[src/rtl/fsm_lockstep_pkg.sv]
// Shared definitions for the lockstep FSM checker: state codes, control states, legality test.
package fsm_lockstep_pkg;

  localparam logic [2:0] Q0 = 3'd2;
  localparam logic [2:0] Q1 = 3'd6;
  localparam logic [2:0] Q2 = 3'd4;
  localparam logic [2:0] Q3 = 3'd7;
  localparam logic [2:0] Q4 = 3'd1;

  typedef enum logic [2:0] {
    ST_IDLE  = 3'd0,
    ST_RST   = 3'd1,
    ST_RUN   = 3'd2,
    ST_CHECK = 3'd3,
    ST_DONE  = 3'd4
  } ctrl_state_e;

  function automatic logic is_legal(input logic [2:0] code);
    return (code == Q0) || (code == Q1) || (code == Q2) || (code == Q3) || (code == Q4);
  endfunction

endpackage

[src/rtl/fsm_golden_step.sv]
// Combinational golden next-state function of the 5-state FSM.
// Any code outside the legal set recovers to Q0.
module fsm_golden_step
  import fsm_lockstep_pkg::*;
(
  input  logic [2:0] cur_i,
  input  logic       a_i,
  output logic [2:0] nxt_o
);

  always_comb begin
    nxt_o = Q0;
    case (cur_i)
      Q0:      nxt_o = Q2;
      Q1:      nxt_o = Q3;
      Q2:      nxt_o = a_i ? Q4 : Q1;
      Q3:      nxt_o = a_i ? Q2 : Q0;
      Q4:      nxt_o = Q1;
      default: nxt_o = Q0;
    endcase
  end

endmodule

[src/rtl/fsm_lockstep_ctrl.sv]
// Lockstep controller: resets the FSMs under test, feeds them a pattern and checks their voted state.
// Macro LOCKSTEP_VOTE_EN enables 2-of-3 voting and disagree detection; otherwise only s0 is checked.
module fsm_lockstep_ctrl
  import fsm_lockstep_pkg::*;
#(
  parameter  int PAT_W = 16,
  parameter  int CNT_W = 8,
  localparam int LW    = $clog2(PAT_W + 1)
) (
  input  logic             clk,
  input  logic             reset,
  input  logic             start,
  input  logic [PAT_W-1:0] pattern,
  input  logic [LW-1:0]    len,
  output logic             fsm_res,
  output logic             a_out,
  input  logic [2:0]       s0,
  input  logic [2:0]       s1,
  input  logic [2:0]       s2,
  output logic [2:0]       voted,
  output logic             busy,
  output logic             done,
  output logic             disagree,
  output logic             mismatch,
  output logic             illegal,
  output logic [LW-1:0]    err_step,
  output logic [CNT_W-1:0] err_count
);

  ctrl_state_e      state_q, state_d;
  logic [PAT_W-1:0] pat_q;
  logic [LW-1:0]    len_q, step_q, step_d, step_inc, len_clamp;
  logic [2:0]       exp_q, exp_nxt;
  logic             a_out_q, fsm_res_q, armed_q;
  logic             disagree_q, mismatch_q, illegal_q;
  logic [LW-1:0]    err_step_q;
  logic [CNT_W-1:0] err_count_q;
  logic             chk_en, pair_diff, mis, ill, err, a_bit;
  logic [PAT_W-1:0] pat_sh;

`ifdef LOCKSTEP_VOTE_EN
  assign voted     = (s0 & s1) | (s0 & s2) | (s1 & s2);
  assign pair_diff = (s0 != s1) || (s1 != s2) || (s0 != s2);
`else
  logic s12_unused;
  assign s12_unused = ^{s1, s2};
  assign voted      = s0;
  assign pair_diff  = 1'b0;
`endif

  assign step_inc  = step_q + 1'b1;
  assign len_clamp = (len > LW'(PAT_W)) ? LW'(PAT_W) : len;
  assign mis       = (voted != exp_q);
  assign ill       = !is_legal(voted);
  assign err       = chk_en && (mis || ill);

  // Bit of the pattern for the step about to be entered, registered into a_out.
  assign pat_sh = pat_q >> step_d;
  assign a_bit  = |(pat_sh & {{(PAT_W-1){1'b0}}, 1'b1});

  fsm_golden_step u_gold (
    .cur_i (exp_q),
    .a_i   (a_out_q),
    .nxt_o (exp_nxt)
  );

  always_ff @(posedge clk or negedge reset) begin
    if (!reset) state_q <= ST_IDLE;
    else        state_q <= state_d;
  end

  always_comb begin
    state_d = state_q;
    step_d  = step_q;
    case (state_q)
      ST_IDLE:  if (start && armed_q) state_d = ST_RST;
      ST_RST: begin
        state_d = (len_q == '0) ? ST_CHECK : ST_RUN;
        step_d  = '0;
      end
      ST_RUN: begin
        step_d = step_inc;
        if (step_inc == len_q) state_d = ST_CHECK;
      end
      ST_CHECK: state_d = ST_DONE;
      ST_DONE:  state_d = ST_IDLE;
      default:  state_d = ST_IDLE;
    endcase
  end

  always_comb begin
    busy   = (state_q != ST_IDLE);
    done   = (state_q == ST_DONE);
    chk_en = (state_q == ST_RUN) || (state_q == ST_CHECK);
  end

  always_ff @(posedge clk or negedge reset) begin
    if (!reset) begin
      pat_q       <= '0;
      len_q       <= '0;
      step_q      <= '0;
      exp_q       <= Q0;
      a_out_q     <= 1'b0;
      fsm_res_q   <= 1'b0;
      armed_q     <= 1'b0;
      disagree_q  <= 1'b0;
      mismatch_q  <= 1'b0;
      illegal_q   <= 1'b0;
      err_step_q  <= '0;
      err_count_q <= '0;
    end else begin
      // armed_q blocks a start that arrives on the first edge after reset release.
      armed_q   <= 1'b1;
      fsm_res_q <= (state_d != ST_RST);
      a_out_q   <= (state_d == ST_RUN) ? a_bit : 1'b0;
      step_q    <= step_d;
      case (state_q)
        ST_IDLE: if (state_d == ST_RST) begin
          pat_q       <= pattern;
          len_q       <= len_clamp;
          disagree_q  <= 1'b0;
          mismatch_q  <= 1'b0;
          illegal_q   <= 1'b0;
          err_step_q  <= '0;
          err_count_q <= '0;
        end
        ST_RST: exp_q <= Q0;
        ST_RUN: exp_q <= exp_nxt;
        default: ;
      endcase
      if (chk_en) begin
        if (pair_diff) disagree_q <= 1'b1;
        if (mis)       mismatch_q <= 1'b1;
        if (ill)       illegal_q  <= 1'b1;
        if (err && !mismatch_q && !illegal_q) err_step_q <= step_q;
        if (err && (err_count_q != '1))       err_count_q <= err_count_q + 1'b1;
      end
    end
  end

  assign fsm_res   = fsm_res_q;
  assign a_out     = a_out_q;
  assign disagree  = disagree_q;
  assign mismatch  = mismatch_q;
  assign illegal   = illegal_q;
  assign err_step  = err_step_q;
  assign err_count = err_count_q;

endmodule

[config.mk]
export PLATFORM = sky130hd
export DESIGN_NAME = fsm_lockstep_ctrl
export DESIGN_NICKNAME = d
export VERILOG_FILES = /design/src/rtl/fsm_lockstep_pkg.sv /design/src/rtl/fsm_golden_step.sv /design/src/rtl/fsm_lockstep_ctrl.sv
export SDC_FILE = /design/constraint.sdc
export NUM_CORES = 1
export LEC_CHECK = 0
export CORE_ASPECT_RATIO = 0.7
export CORE_UTILIZATION = 56
export CTS_CLUSTER_DIAMETER = 50
export CTS_CLUSTER_SIZE = 8
export DETAILED_ROUTE_END_ITERATION = 12
export PLACE_DENSITY = 0.81
export SYNTH_ARGS = -nofsm -noshare
export SYNTH_HDL_FRONTEND = slang
export SYNTH_SLANG_ARGS = --single-unit
[constraint.sdc]
create_clock -name clk -period 4.5 [get_ports clk]
set_clock_uncertainty 0.15 [all_clocks]
set_input_delay 0.9 -clock clk [delete_from_list [all_inputs] [get_ports clk]]
set_output_delay 0.9 -clock clk [all_outputs]
set_load 0.05 [all_outputs]
## Word-level counts from Yosys, hierarchy flattened

Cells that the tools add are included.

| storage, ports and cells | value |
|---|---|
| register bits | 50 |
| latch bits | 0 |
| RAM bits | 0 |
| bits in read-only memories | 0 |
| input port bits | 33 |
| output and inout port bits | 23 |
| word-level logic and storage cells | 82 |
| memories kept | 0 |

| cells by class | value |
|---|---|
| add/sub/neg operators | 2 |
| multipliers | 0 |
| divide/modulo/power cells | 0 |
| magnitude comparators | 1 |
| eq/ne operators | 20 |
| shift-type cells | 1 |
| muxes and demuxes | 27 |
| bitwise operators | 0 |
| reductions and logical operators | 19 |

Operators with widths:

| kind | count |
|---|---|
| 8-bit two-way mux | 4 |
| 5-bit two-way mux | 5 |
| 3-bit == test, second input constant | 7 |
| 16-bit by 5-bit >> shifter with 1-bit output | 1 |
| 3-bit by 2-bit == test with 1-bit output, second input constant | 5 |
| 3-bit one-hot mux with 5 select lines | 1 |
| 3-bit by 1-bit == test with 1-bit output, second input constant | 4 |
| 3-bit two-way mux | 4 |
| 3-bit one-hot mux with 4 select lines | 1 |
| 1-bit two-way mux | 10 |
| 5-bit one-hot mux with 2 select lines | 1 |
| 8-bit by 1-bit adder with 8-bit output, second input constant | 1 |
| 8-bit inequality test, second input constant | 1 |
| 1-bit logical OR | 6 |
| 3-bit one-hot mux with 2 select lines | 1 |
| 5-bit by 1-bit adder with 5-bit output, second input constant | 1 |
| 5-bit == test | 1 |
| 5-bit > comparator, second input constant | 1 |
| 1-bit logical AND | 5 |
| 5-bit zero test | 1 |
| 1-bit zero test | 3 |
| 3-bit zero test | 1 |
| 3-bit by 1-bit inequality test with 1-bit output, second input constant | 1 |
| 3-bit inequality test | 1 |
| 3 further kinds | 3 |

## Logic depth before layout (Yosys ltp)

Gate-level depths: netlist of the first run.

| depth | value |
|---|---|
| word-level depth | 12 |
| gate-level depth with buffers | 8 |

## By module

From an unflattened synthesis of the first run, not the netlist that was laid out.

| second synthesis, totals | value |
|---|---|
| cell total of the unflattened synthesis | 310 |
| area, all modules | 2763.9 µm² |

By module, submodules not included:

| module | times used | cells each | area an instance (µm²) | sequential area each (µm²) |
|---|---|---|---|---|
| fsm_lockstep_ctrl | 1 | 300 | 2693.8 | 1252.5 |
| fsm_golden_step | 1 | 10 | 70.1 | 0.0 |

## Least setup slack after synthesis of the first run

OpenSTA, ideal clock, no wires.

| timing | value |
|---|---|
| path type | register -> output |
| start | reg state_q[2] |
| end | out done |
| arrival | 2.169 ns |
| required time | 3.450 ns |
| path slack | 1.281 ns |
| cell stages (with the launch flop) | 5 |
| path buffers | 3 |
| cells stage by stage | dfrtp_1 buf_6 clkbuf_1 clkbuf_1 nor3b_1 |

| between the ends | value |
|---|---|
| longest elaborated chain between the ends | 1 |

Ends and longest elaborated chain:

| element | line | RTL |
|---|---|---|
| from (decl) | fsm_lockstep_ctrl.sv:30 | `ctrl_state_e state_q, state_d;` |
| from (signal assigned) | fsm_lockstep_ctrl.sv:69 | `else state_q <= state_d;` |
| 3-bit == test | fsm_lockstep_ctrl.sv:93 | `done = (state_q == ST_DONE);` |
| to (decl) | fsm_lockstep_ctrl.sv:22 | `output logic done,` |

No other way between the ends.

## Final worst setup path of the first run

| timing | value |
|---|---|
| start | in s0[1] |
| end | out voted[1] |

RTL lines:

| element | line | RTL |
|---|---|---|
| from (decl) | fsm_lockstep_ctrl.sv:17 | `input logic [2:0] s0,` |
| to (decl) | fsm_lockstep_ctrl.sv:20 | `output logic [2:0] voted,` |

No word-level cell between the ends.

==> metrics.log, run 1 <==
[metrics] maximum achievable frequency: 0.288 GHz
[metrics] number of buffers inserted by hold repair at cts: 0
[metrics] complex-gate fraction of the synthesized area: 15.5%
[metrics] largest driver fanout on the critical path: 8
[metrics] cells on worst reg2reg path: 7
[metrics] TritonCTS clock tree: yes
[metrics] xor/xnor cell area share of the yosys netlist: 4.40%
[metrics] hold slack: 0.358 ns
[metrics] most used cell along the critical path: sky130_fd_sc_hd__clkdlybuf4s50_1
[metrics] Leak: 0.00154 uW
[metrics] prevailing post-synth register cell: sky130_fd_sc_hd__dfrtp_1
[metrics] buffer type at the clock tree root: sky130_fd_sc_hd__clkbuf_8
[metrics] total clock buffers created by CTS: 5
[metrics] Post CTS Setup Buffer Count: 0
[metrics] post-layout instance area: 3550 um^2
[metrics] leading cell types in the layout, fill and taps excluded: 83 x sky130_fd_sc_hd__nand2_1, 49 x sky130_fd_sc_hd__dfrtp_1, 47 x sky130_fd_sc_hd__clkdlybuf4s50_1, 17 x sky130_fd_sc_hd__nor2_1, 17 x sky130_fd_sc_hd__o21ai_0
[metrics] Syn Nets: 367
[metrics] final count of negative-setup-slack endpoints: 0
[metrics] final-stage net count: 399
[metrics] maximum vdd ir drop: 0.000481 V
[metrics] violation count after the first detailed-route iteration: 201
[metrics] source of the worst register-to-register timing path: step_q[0]$_DFF_PN0_
[metrics] required time of the critical path: 3.45 ns
[metrics] Worst path slowest cell: sky130_fd_sc_hd__clkdlybuf4s50_1
[metrics] Hold Crit Depth: 2
[metrics] ANT nets after route: 0
[metrics] share of flip-flops with an asynchronous set or reset after synthesis: 100%
[metrics] fin worst setup slack: 1.03 ns
[metrics] cell breakdown of the critical path: clkdlybuf4s50_1 > clkdlybuf4s50_1
[metrics] combined buffer and inverter count along the critical path: 2
[metrics] global-route wire length before repair: 10,700 um
[metrics] total congestion overflow: 0
[metrics] Placement Setup Slack: 0.933 ns
[metrics] initial core utilization: 60.5%
[metrics] largest net degree at the start of global routing: 51
[metrics] crit end category: primary output
[metrics] number of synthesized register bits: 50
[metrics] antenna diode count: 0
[metrics] final count of hold timing violations: 0
[metrics] critical path's largest stage delay: 0.87 ns
[metrics] Yosys Warn Count: 0
[metrics] hold path endpoint: pat_q[1]$_DFFE_PN0P_
[metrics] number of gates resized after cts: 0
[metrics] Die Footprint: 5630 um^2
[metrics] detailed-route wire length per cell: 15.2 um
[metrics] total power per unit cell area: 705 nW/um^2
[metrics] die boundary height: 63.1 um
[metrics] flop2flop setup slack: 1.49 ns
[metrics] Core Region: 4940 um^2
[metrics] startpoint type of the worst setup path: primary input
[metrics] Slew HR: 31.6%
[metrics] clock insertion delay at the later pin of the skew report: 0.31 ns
[metrics] Post-Synthesis Cells: 332
[metrics] arrival time worst endpoint: 2.42 ns
[metrics] cell area after placement: 3430 um^2
[metrics] most area-hungry cell type in the Yosys netlist: sky130_fd_sc_hd__dfrtp_1
[metrics] GP Congestion: 0.811
[metrics] area overhead of the layout relative to synthesis: 18.8%
[metrics] Period minus WS final: 3.47 ns
[metrics] combined global-route utilization of all metal layers: 25.0%
[metrics] number of iterations in the first detailed-routing pass: 5
[metrics] clock slew at the register clock pins of the worst setup and hold paths: 0.09 ns
[metrics] worst-margin pin slew: 1.03 ns
[metrics] share of the synthesized area in the top cell type: 41.1%
[metrics] unrepaired setup endpoints after global routing: no
[metrics] total negative setup slack: 0 ns
[metrics] critical hold path startpoint: pat_q[1]$_DFFE_PN0P_
[metrics] post-detailed-route DRC marker count: 0
[metrics] simple-gate area share of the yosys netlist: 22.5%
[metrics] routed vias/inst: 5.75
[metrics] mean post-synth cell area: 9.00 um^2
[metrics] combinational family with the most area after synthesis: simple AND/OR/NAND/NOR gates
[metrics] ranking of synthesized cells by area: sky130_fd_sc_hd__dfrtp_1 41%, sky130_fd_sc_hd__nand2_1 10%, sky130_fd_sc_hd__mux2i_1 5.0%
[metrics] number of levels the H-tree was split into: 2
[metrics] Adder-Cell Fraction of Synth Area: 0.838%
[metrics] kind of cell adding the most delay to the critical path: buffers and inverters
[metrics] mux contribution to synthesized area: 8.80%
[metrics] EDFF count, synth: 0
[metrics] share of final-layout standard cells stronger than drive strength 1: 8.49%
[metrics] number of antenna violations at the first check in global routing: 0
[metrics] input/output buffers: 48
[metrics] critical path class: in -> out
[metrics] HPWL after detailed placement: 4480 um
[metrics] area of the mapped netlist: 2990 um^2
[metrics] total power of the final layout: 2500 uW
[metrics] number of global-route vias before repair: 2,256
[metrics] site row count: 21
[metrics] most common cell after layout, fill and taps aside: sky130_fd_sc_hd__nand2_1
[metrics] IO Count: 56
[metrics] Max Root-Sink Buffers: 2
[metrics] Synth cell types: 55
[metrics] post-synthesis sequential area ratio: 41.9%
[metrics] width of the die: 89.3 um
[metrics] outcome: completed
[metrics] final critical-path share of the clock period: 77.0%
[metrics] sinks on the clock net: 50
[metrics] Tightest Hold Check Type: reg -> reg
[metrics] wire length reported by the detailed router: 6580 um
[metrics] max-slew violation total from the final report: 0
[metrics] reported max-cap violation count: 0
[metrics] capture instance of the worst register-to-register path: a_out$_DFF_PN0_
[metrics] Vias: 2,497
==> report_power, final <==
part | switching [uW] | internal, uW | leakage [uW]
clock | 153 | 183 | 0.0000618
sequential | 270 | 620 | 0.000636
combinational | 704 | 571 | 0.000844
total | 1130 | 1370 | 0.00154
==> synthesized netlist by cell type (all sizes together), types with 4 or more instances <==
master / number
a21oi: 8
a2bb2oi: 6
and3: 4
buf: 16
clkbuf: 10
dfrtp: 49
inv: 8
mux2: 10
mux2i: 15
nand2: 83
nand2b: 4
nand3: 6
nand3b: 4
nor2: 17
nor3: 7
o21ai: 17
o32ai: 5
xnor2: 12
==> metrics by stage <==
| step | instances | util (%) |
|---|---|---|
| after floorplan | 332 | - |
| after global placement | 426 | 69.4 |
| after detailed placement | 426 | 69.4 |
| after CTS | 434 | 71.8 |
| after global routing | 434 | 71.8 |
| final | 434 | 71.8 |
==> registers in the layout, summed over array words and instances, names as in the netlist <==
signal	cells
mismatch	1
len_q	5
state_q	3
err_count	8
fsm_res	1
step_q	5
armed_q	1
exp_q	3
err_step	5
pat_q	16
illegal	1
a_out	1
==> routing by layer <==
metal / wire, um / track usage, %
met5: 0 / 0
met3: 326 / 5.11
met1: 3320 / 37.4
met4: 55 / 6.55
met2: 2890 / 37.1
==> kinds of logic after synthesis <==
logic type | after synthesis
and+or+nand+nor | 141
AOI/OAI and AO/OA | 63
muxes | 25
other | 2
adders and majority gates | 2
DFF | 50
xor gates and xnor gates | 15
buffers and inverters | 34
==> worst max-delay path by stage <==
| stage | startpoint | to | slack (ns) | depth (start not counted) |
|---|---|---|---|---|
| after CTS | s0[1] | voted[1] | 1.04 | 2 |
| after global routing | state_q[2]$_DFF_PN0_ | done | 0.92 | 2 |
| after floorplan | state_q[2]$_DFF_PN0_ | done | 1.28 | 4 |
| after global placement | s0[1] | err_count[2]$_DFF_PN0_ | 1.02 | 7 |
| final | s0[1] | voted[1] | 1.03 | 2 |
| after detailed placement | s0[1] | err_count[6]$_DFF_PN0_ | 0.93 | 7 |
==> layout make-up <==
cell class	count	area (um^2)
Clock buffer	6	82.6
Clock inverter	2	38.8
Fill cell	396	1390
Inverter	8	30.0
Multi-Input combinational cell	248	1560
Sequential cell	50	1250
Tap cell	69	86.3
Timing Repair Buffer	51	498
Note: power is estimated with default switching activity, not from simulation.
==> run 2: changes to the inputs <==
--- a/config.mk
+++ b/config.mk
@@ -6,11 +6,11 @@
 export NUM_CORES = 1
 export LEC_CHECK = 0
 export CORE_ASPECT_RATIO = 0.7
-export CORE_UTILIZATION = 56
+export CORE_UTILIZATION = 52
 export CTS_CLUSTER_DIAMETER = 50
 export CTS_CLUSTER_SIZE = 8
 export DETAILED_ROUTE_END_ITERATION = 12
-export PLACE_DENSITY = 0.81
+export PLACE_DENSITY = 0.76
 export SYNTH_ARGS = -nofsm -noshare
 export SYNTH_HDL_FRONTEND = slang
 export SYNTH_SLANG_ARGS = --single-unit
==> constraint.sdc (replaced) <==
create_clock -name clk -period 3.4 [get_ports clk]
set_clock_uncertainty 0.15 [all_clocks]
set_input_delay 0.68 -clock clk [delete_from_list [all_inputs] [get_ports clk]]
set_output_delay 0.68 -clock clk [all_outputs]
set_load 0.05 [all_outputs]
==> metrics.log, run 2 (synthesis results as in run 1) <==
[metrics] GP Congestion: 0.825 (+1.7%)
[metrics] Leak: 0.00154 uW (-0.20%)
[metrics] final-stage net count: 403 (+1.0%)
[metrics] Worst path slowest cell: sky130_fd_sc_hd__dfrtp_1
[metrics] sinks on the clock net: 50 (unchanged)
[metrics] TritonCTS clock tree: yes
[metrics] flop2flop setup slack: 0.69 ns (-0.80 ns)
[metrics] clock slew at the register clock pins of the worst setup and hold paths: 0.09 ns (about the same)
[metrics] site row count: 22 (+4.8%)
[metrics] buffer type at the clock tree root: sky130_fd_sc_hd__clkbuf_8
[metrics] clock insertion delay at the later pin of the skew report: 0.31 ns (about the same)
[metrics] number of global-route vias before repair: 2,241 (-0.66%)
[metrics] largest driver fanout on the critical path: 19 (+11)
[metrics] max-slew violation total from the final report: 0 (unchanged)
[metrics] fin worst setup slack: 0.346 ns (-0.688 ns)
[metrics] number of filler instances in the final layout: 487 (+23%)
[metrics] final critical-path share of the clock period: 89.8%
[metrics] register area: 1250 um^2 (unchanged)
[metrics] number of levels the H-tree was split into: 2 (unchanged)
[metrics] detailed-route wire length per cell: 15.0 um (-1.0%)
[metrics] Post CTS Setup Buffer Count: 0 (unchanged)
[metrics] share of final-layout standard cells stronger than drive strength 1: 8.97% (+0.47 points)
[metrics] total negative setup slack: 0 ns (unchanged)
[metrics] wire length reported by the detailed router: 6610 um (+0.32%)
[metrics] Period minus WS final: 3.05 ns
[metrics] final count of negative-setup-slack endpoints: 0 (unchanged)
[metrics] Tightest Hold Check Type: in -> async
[metrics] Max Root-Sink Buffers: 2 (unchanged)
[metrics] Placement Setup Slack: 0.393 ns (-0.540 ns)
[metrics] Core Region: 5400 um^2 (+9.2%)
[metrics] maximum vdd ir drop: 0.000622 V (+29%)
[metrics] number of antenna violations at the first check in global routing: 0 (unchanged)
[metrics] width of the die: 92.6 um (+3.7%)
[metrics] Vias: 2,464 (-1.3%)
[metrics] multi-input logic area: 1560 um^2 (unchanged)
[metrics] post-detailed-route DRC marker count: 0 (unchanged)
[metrics] critical path class: reg -> out
[metrics] ANT nets after route: 0 (unchanged)
[metrics] kind of cell adding the most delay to the critical path: buffers and inverters
[metrics] worst-margin pin slew: 0.978 ns (-0.0472 ns)
[metrics] Slew HR: 34.7% (+3.1 points)
[metrics] total congestion overflow: 0 (unchanged)
[metrics] number of iterations in the first detailed-routing pass: 4 (-1)
[metrics] source of the worst register-to-register timing path: state_q[0]$_DFF_PN0_
[metrics] Top reg by flops: pat_q
[metrics] utilization of the core after routing: 65.6% (-6.2 points)
[metrics] combined global-route utilization of all metal layers: 23.2% (-1.9 points)
[metrics] capture instance of the worst register-to-register path: a_out$_DFF_PN0_
[metrics] total clock buffers created by CTS: 5 (unchanged)
[metrics] crit end category: primary output
[metrics] area overhead of the layout relative to synthesis: 18.6%
[metrics] critical path's largest stage delay: 0.81 ns (-0.06 ns)
[metrics] die boundary height: 65.4 um (+3.7%)
[metrics] most common cell after layout, fill and taps aside: sky130_fd_sc_hd__nand2_1
[metrics] cells on worst reg2reg path: 6 (-1)
[metrics] reported max-cap violation count: 0 (unchanged)
[metrics] global-route wire length before repair: 10,900 um (+1.8%)
[metrics] input/output buffers: 48 (unchanged)
[metrics] arrival time worst endpoint: 2.22 ns (-0.20 ns)
[metrics] total power per unit cell area: 912 nW/um^2 (+29%)
[metrics] leading cell types in the layout, fill and taps excluded: 83 x sky130_fd_sc_hd__nand2_1, 49 x sky130_fd_sc_hd__dfrtp_1, 47 x sky130_fd_sc_hd__clkdlybuf4s50_1, 17 x sky130_fd_sc_hd__nor2_1, 17 x sky130_fd_sc_hd__o21ai_0
[metrics] combined buffer and inverter count along the critical path: 2 (unchanged)
[metrics] cell breakdown of the critical path: nor3_1 > inv_1 > clkdlybuf4s50_1
[metrics] Die Footprint: 6060 um^2 (+7.5%)
[metrics] unrepaired setup endpoints after global routing: no
[metrics] number of buffers inserted by hold repair at cts: 0 (unchanged)
[metrics] startpoint type of the worst setup path: flip-flop
[metrics] IO Count: 56 (unchanged)
[metrics] violation count after the first detailed-route iteration: 152 (-24%)
[metrics] HPWL after detailed placement: 4520 um (+0.85%)
[metrics] antenna diode count: 0 (unchanged)
[metrics] outcome: completed
[metrics] Largest register FFs: 16 (unchanged)
[metrics] routed vias/inst: 5.60 (-2.7%)
[metrics] number of gates resized after cts: 0 (unchanged)
[metrics] initial core utilization: 55.4% (-5.1 points)
[metrics] required time of the critical path: 2.57 ns (-0.88 ns)
[metrics] final count of hold timing violations: 0 (unchanged)
[metrics] total power of the final layout: 3230 uW (+29%)
[metrics] maximum achievable frequency: 0.327 GHz
[metrics] largest net degree at the start of global routing: 51 (unchanged)
[run 2: cell types whose count changed in the layout (fill, tap and decap cells not counted)]
cell                         delta
sky130_fd_sc_hd__buf_4          +4
sky130_fd_sc_hd__bufinv_16      -1
sky130_fd_sc_hd__clkbuf_1       +1
sky130_fd_sc_hd__clkbuf_8       -1
sky130_fd_sc_hd__clkinvlp_4     +1
sky130_fd_sc_hd__inv_6          -1
[run 2: worst max path at each step]
stage | startpoint | slack (ns) | endpoint | depth (start not counted)
after floorplan | state_q[2]$_DFF_PN0_ | 0.40 | done | 4
after global placement | s0[1] | 0.41 | voted[1] | 2
after detailed placement | s0[1] | 0.39 | voted[1] | 2
after CTS | state_q[0]$_DFF_PN0_ | 0.38 | busy | 3
after global routing | state_q[0]$_DFF_PN0_ | 0.28 | busy | 3
final | state_q[0]$_DFF_PN0_ | 0.35 | busy | 3
[run 2: routing by layer]
metal | GRT usage, % | vias to the layer above | share of wire, %
met5 | 0 | - | 0
met4 | 5.27 | 0 | 0.53
met3 | 4.28 | 4 | 5.5
met2 | 34.1 | 79 | 41
met1 | 35.4 | 1162 | 53
li1 | - | 1219 | -
[run 2: report_power, final]
group	internal [uW]	switching, uW	leakage, uW
clock network	142	201	0.0000373
registers	821	315	0.000636
logic	780	971	0.000865
total	1740	1490	0.00154
[run 2: cell type report]
cell class	instances	share of cell area, %
Multi-Input combinational cell	248	44.1
Sequential cell	50	35.4
Timing Repair Buffer	55	14.9
Tap cell	72	2.54
Clock buffer	6	2.05
Inverter	8	0.848
Clock inverter	1	0.212
[run 2: per-stage QoR]
step           std cells  instance area, um^2  hold WS (ns)
6_report             440                 3540         0.306
3_5_place_dp         433                 3460         0.345
4_1_cts              440                 3540         0.345
3_3_place_gp         433                 3460         0.335
5_1_grt              440                 3540         0.383
2_1_floorplan        332                 2990         0.234
==> run 3: changes to the inputs <==
--- a/config.mk
+++ b/config.mk
@@ -6,11 +6,13 @@
 export NUM_CORES = 1
 export LEC_CHECK = 0
 export CORE_ASPECT_RATIO = 0.7
-export CORE_UTILIZATION = 52
+export CORE_UTILIZATION = 50
 export CTS_CLUSTER_DIAMETER = 50
 export CTS_CLUSTER_SIZE = 8
 export DETAILED_ROUTE_END_ITERATION = 12
-export PLACE_DENSITY = 0.76
+export HOLD_SLACK_MARGIN = 0.06
+export PLACE_DENSITY = 0.73
+export SKIP_LAST_GASP = 1
 export SYNTH_ARGS = -nofsm -noshare
 export SYNTH_HDL_FRONTEND = slang
 export SYNTH_SLANG_ARGS = --single-unit
==> metrics.log, run 3 (synthesis results as in run 1) <==
[metrics] input/output buffers: 48 (unchanged)
[metrics] most common cell after layout, fill and taps aside: sky130_fd_sc_hd__nand2_1
[metrics] number of global-route vias before repair: 2,109 (-5.9%)
[metrics] startpoint type of the worst setup path: flip-flop
[metrics] Die Footprint: 6290 um^2 (+3.9%)
[metrics] die boundary height: 66.7 um (+1.9%)
[metrics] clock slew at the register clock pins of the worst setup and hold paths: 0.10 ns (about the same)
[metrics] maximum achievable frequency: 0.334 GHz (+1.9%)
[metrics] post-detailed-route DRC marker count: 0 (unchanged)
[metrics] wire length reported by the detailed router: 6380 um (-3.5%)
[metrics] Period minus WS final: 3.00 ns (-0.0556 ns)
[metrics] clock network fraction of total power: 12.0% (+1.4 points)
[metrics] ANT nets after route: 0 (unchanged)
[metrics] switching component of the power: 1470 uW (-1.2%)
[metrics] Placement Setup Slack: 0.444 ns (+0.0509 ns)
[metrics] Slew HR: 48.3% (+14 points)
[metrics] crit end category: primary output
[metrics] number of antenna violations at the first check in global routing: 0 (unchanged)
[metrics] total congestion overflow: 0 (unchanged)
[metrics] detailed-route wire length per cell: 14.3 um (-4.6%)
[metrics] antenna diode count: 0 (unchanged)
[metrics] IO Count: 56 (unchanged)
[metrics] capture instance of the worst register-to-register path: a_out$_DFF_PN0_
[metrics] source of the worst register-to-register timing path: state_q[0]$_DFF_PN0_
[metrics] portion of total power attributed to combinational logic: 53.4% (-0.8 points)
[metrics] Vias: 2,446 (-0.73%)
[metrics] share of final-layout standard cells stronger than drive strength 1: 10.0% (+1.0 points)
[metrics] outcome: completed
[metrics] TritonCTS clock tree: yes
[metrics] sinks on the clock net: 50 (unchanged)
[metrics] net switching share of the total power: 45.1% (-0.97 points)
[metrics] buffer type at the clock tree root: sky130_fd_sc_hd__clkbuf_8
[metrics] largest driver fanout on the critical path: 19 (unchanged)
[metrics] clock insertion delay at the later pin of the skew report: 0.31 ns (about the same)
[metrics] width of the die: 94.4 um (+1.9%)
[metrics] register share of total power: 34.7% (-0.5 points)
[metrics] fin worst setup slack: 0.402 ns (+0.0556 ns)
[metrics] leading cell types in the layout, fill and taps excluded: 83 x sky130_fd_sc_hd__nand2_1, 49 x sky130_fd_sc_hd__dfrtp_1, 46 x sky130_fd_sc_hd__clkdlybuf4s50_1, 17 x sky130_fd_sc_hd__nor2_1, 17 x sky130_fd_sc_hd__o21ai_0
[metrics] final count of hold timing violations: 0 (unchanged)
[metrics] GP Congestion: 0.791 (-4.1%)
[metrics] total negative setup slack: 0 ns (unchanged)
[metrics] required time of the critical path: 2.57 ns (about the same)
[metrics] worst-margin pin slew: 0.774 ns (-0.205 ns)
[metrics] routed vias/inst: 5.50 (-1.8%)
[metrics] number of iterations in the first detailed-routing pass: 4 (unchanged)
[metrics] HPWL after detailed placement: 4380 um (-3.1%)
[metrics] Tightest Hold Check Type: in -> async
[metrics] number of levels the H-tree was split into: 2 (unchanged)
[metrics] flop2flop setup slack: 0.74 ns (+0.05 ns)
[metrics] violation count after the first detailed-route iteration: 149 (-2.0%)
[metrics] area overhead of the layout relative to synthesis: 19.7%
[metrics] number of buffers inserted by hold repair at cts: 0 (unchanged)
[metrics] maximum vdd ir drop: 0.000527 V (-15%)
[metrics] max-slew violation total from the final report: 0 (unchanged)
[metrics] arrival time worst endpoint: 2.17 ns (-0.05 ns)
[metrics] final count of negative-setup-slack endpoints: 0 (unchanged)
[metrics] initial core utilization: 52.2% (-3.2 points)
[metrics] Post CTS Setup Buffer Count: 0 (unchanged)
[metrics] Leak: 0.00156 uW (+1.5%)
[metrics] total power per unit cell area: 912 nW/um^2 (about the same)
[metrics] largest net degree at the start of global routing: 34 (-33%)
[metrics] hold slack: 0.143 ns (-0.163 ns)
[metrics] reported max-cap violation count: 0 (unchanged)
[metrics] final critical-path share of the clock period: 88.2% (-1.6 points)
[metrics] Core Region: 5730 um^2 (+6.1%)
[metrics] Max Root-Sink Buffers: 2 (unchanged)
[metrics] cells on worst reg2reg path: 6 (unchanged)
[metrics] number of gates resized after cts: 0 (unchanged)
[metrics] critical path class: reg -> out
[metrics] total clock buffers created by CTS: 5 (unchanged)
[metrics] site row count: 23 (+4.5%)
[metrics] global-route wire length before repair: 10,600 um (-3.0%)
[metrics] unrepaired setup endpoints after global routing: no
[metrics] combined global-route utilization of all metal layers: 22.1% (-1.1 points)
[metrics] Top reg by flops: pat_q
[metrics] internal cell power: 1790 uW (+2.8%)
[metrics] final-stage net count: 404 (+0.25%)
[metrics] Largest register FFs: 16 (unchanged)
## run 3: cell count changes in the layout (fill, tap and decap cells not counted)
cell | before | now
sky130_fd_sc_hd__clkbuf_1 | 1 | 0
sky130_fd_sc_hd__buf_4 | 7 | 9
sky130_fd_sc_hd__clkdlybuf4s50_1 | 47 | 46
sky130_fd_sc_hd__clkinvlp_4 | 1 | 0
sky130_fd_sc_hd__clkinv_4 | 0 | 1
sky130_fd_sc_hd__clkbuf_8 | 5 | 7
## run 3: how the worst max path moves through the flow
stage | from | endpoint | slack (ns) | cells after the start
detailed placement | s0[0] | voted[0] | 0.44 | 2
global placement | s0[2] | voted[2] | 0.45 | 2
CTS | state_q[0]$_DFF_PN0_ | busy | 0.40 | 3
finish | state_q[0]$_DFF_PN0_ | busy | 0.40 | 3
global route | state_q[0]$_DFF_PN0_ | busy | 0.27 | 3
floorplan | state_q[2]$_DFF_PN0_ | done | 0.40 | 4
## run 3: final cells by class
type | count | area, um^2
Fill cell | 468 | 2150
Multi-Input combinational cell | 248 | 1560
Sequential cell | 50 | 1250
Timing Repair Buffer | 56 | 533
Clock buffer | 7 | 96.3
Tap cell | 75 | 93.8
Inverter | 8 | 30.0
Clock inverter | 1 | 8.76
## run 3: routing by layer
layer  part of all wire (%)  global-route usage, %
met2                     42                   30.4
met5                      0                      0
met1                     51                   33.2
met4                   0.39                   5.38
met3                    6.8                   6.51
## run 3: power groups by stage
stage                     sequential (uW)  clock (uW)  combinational, uW
after floorplan                      1200           0               1240
after CTS                            1130         403               1740
after global placement               1130           0               1700
after global routing                 1180         433               1900
final                                1130         390               1740
after detailed placement             1140           0               1730
## run 3: worst max-delay path, cell delays in order, from the launching register on
cell	delay (ns)
sky130_fd_sc_hd__dfrtp_1	0.79
sky130_fd_sc_hd__nor3_1	0.17
sky130_fd_sc_hd__inv_1	0.10
sky130_fd_sc_hd__clkdlybuf4s50_1	0.80
## run 3: per-stage QoR
| step | instances | util, % | power, uW | area (um^2) |
|---|---|---|---|---|
| 2_1_floorplan | 332 | - | 2440 | 2990 |
| 3_3_place_gp | 437 | 60.6 | 2830 | 3470 |
| 3_5_place_dp | 437 | 60.6 | 2860 | 3470 |
| 4_1_cts | 445 | 62.4 | 3270 | 3570 |
| 5_1_grt | 445 | 62.4 | 3510 | 3570 |
| 6_report | 445 | 62.4 | 3260 | 3570 |
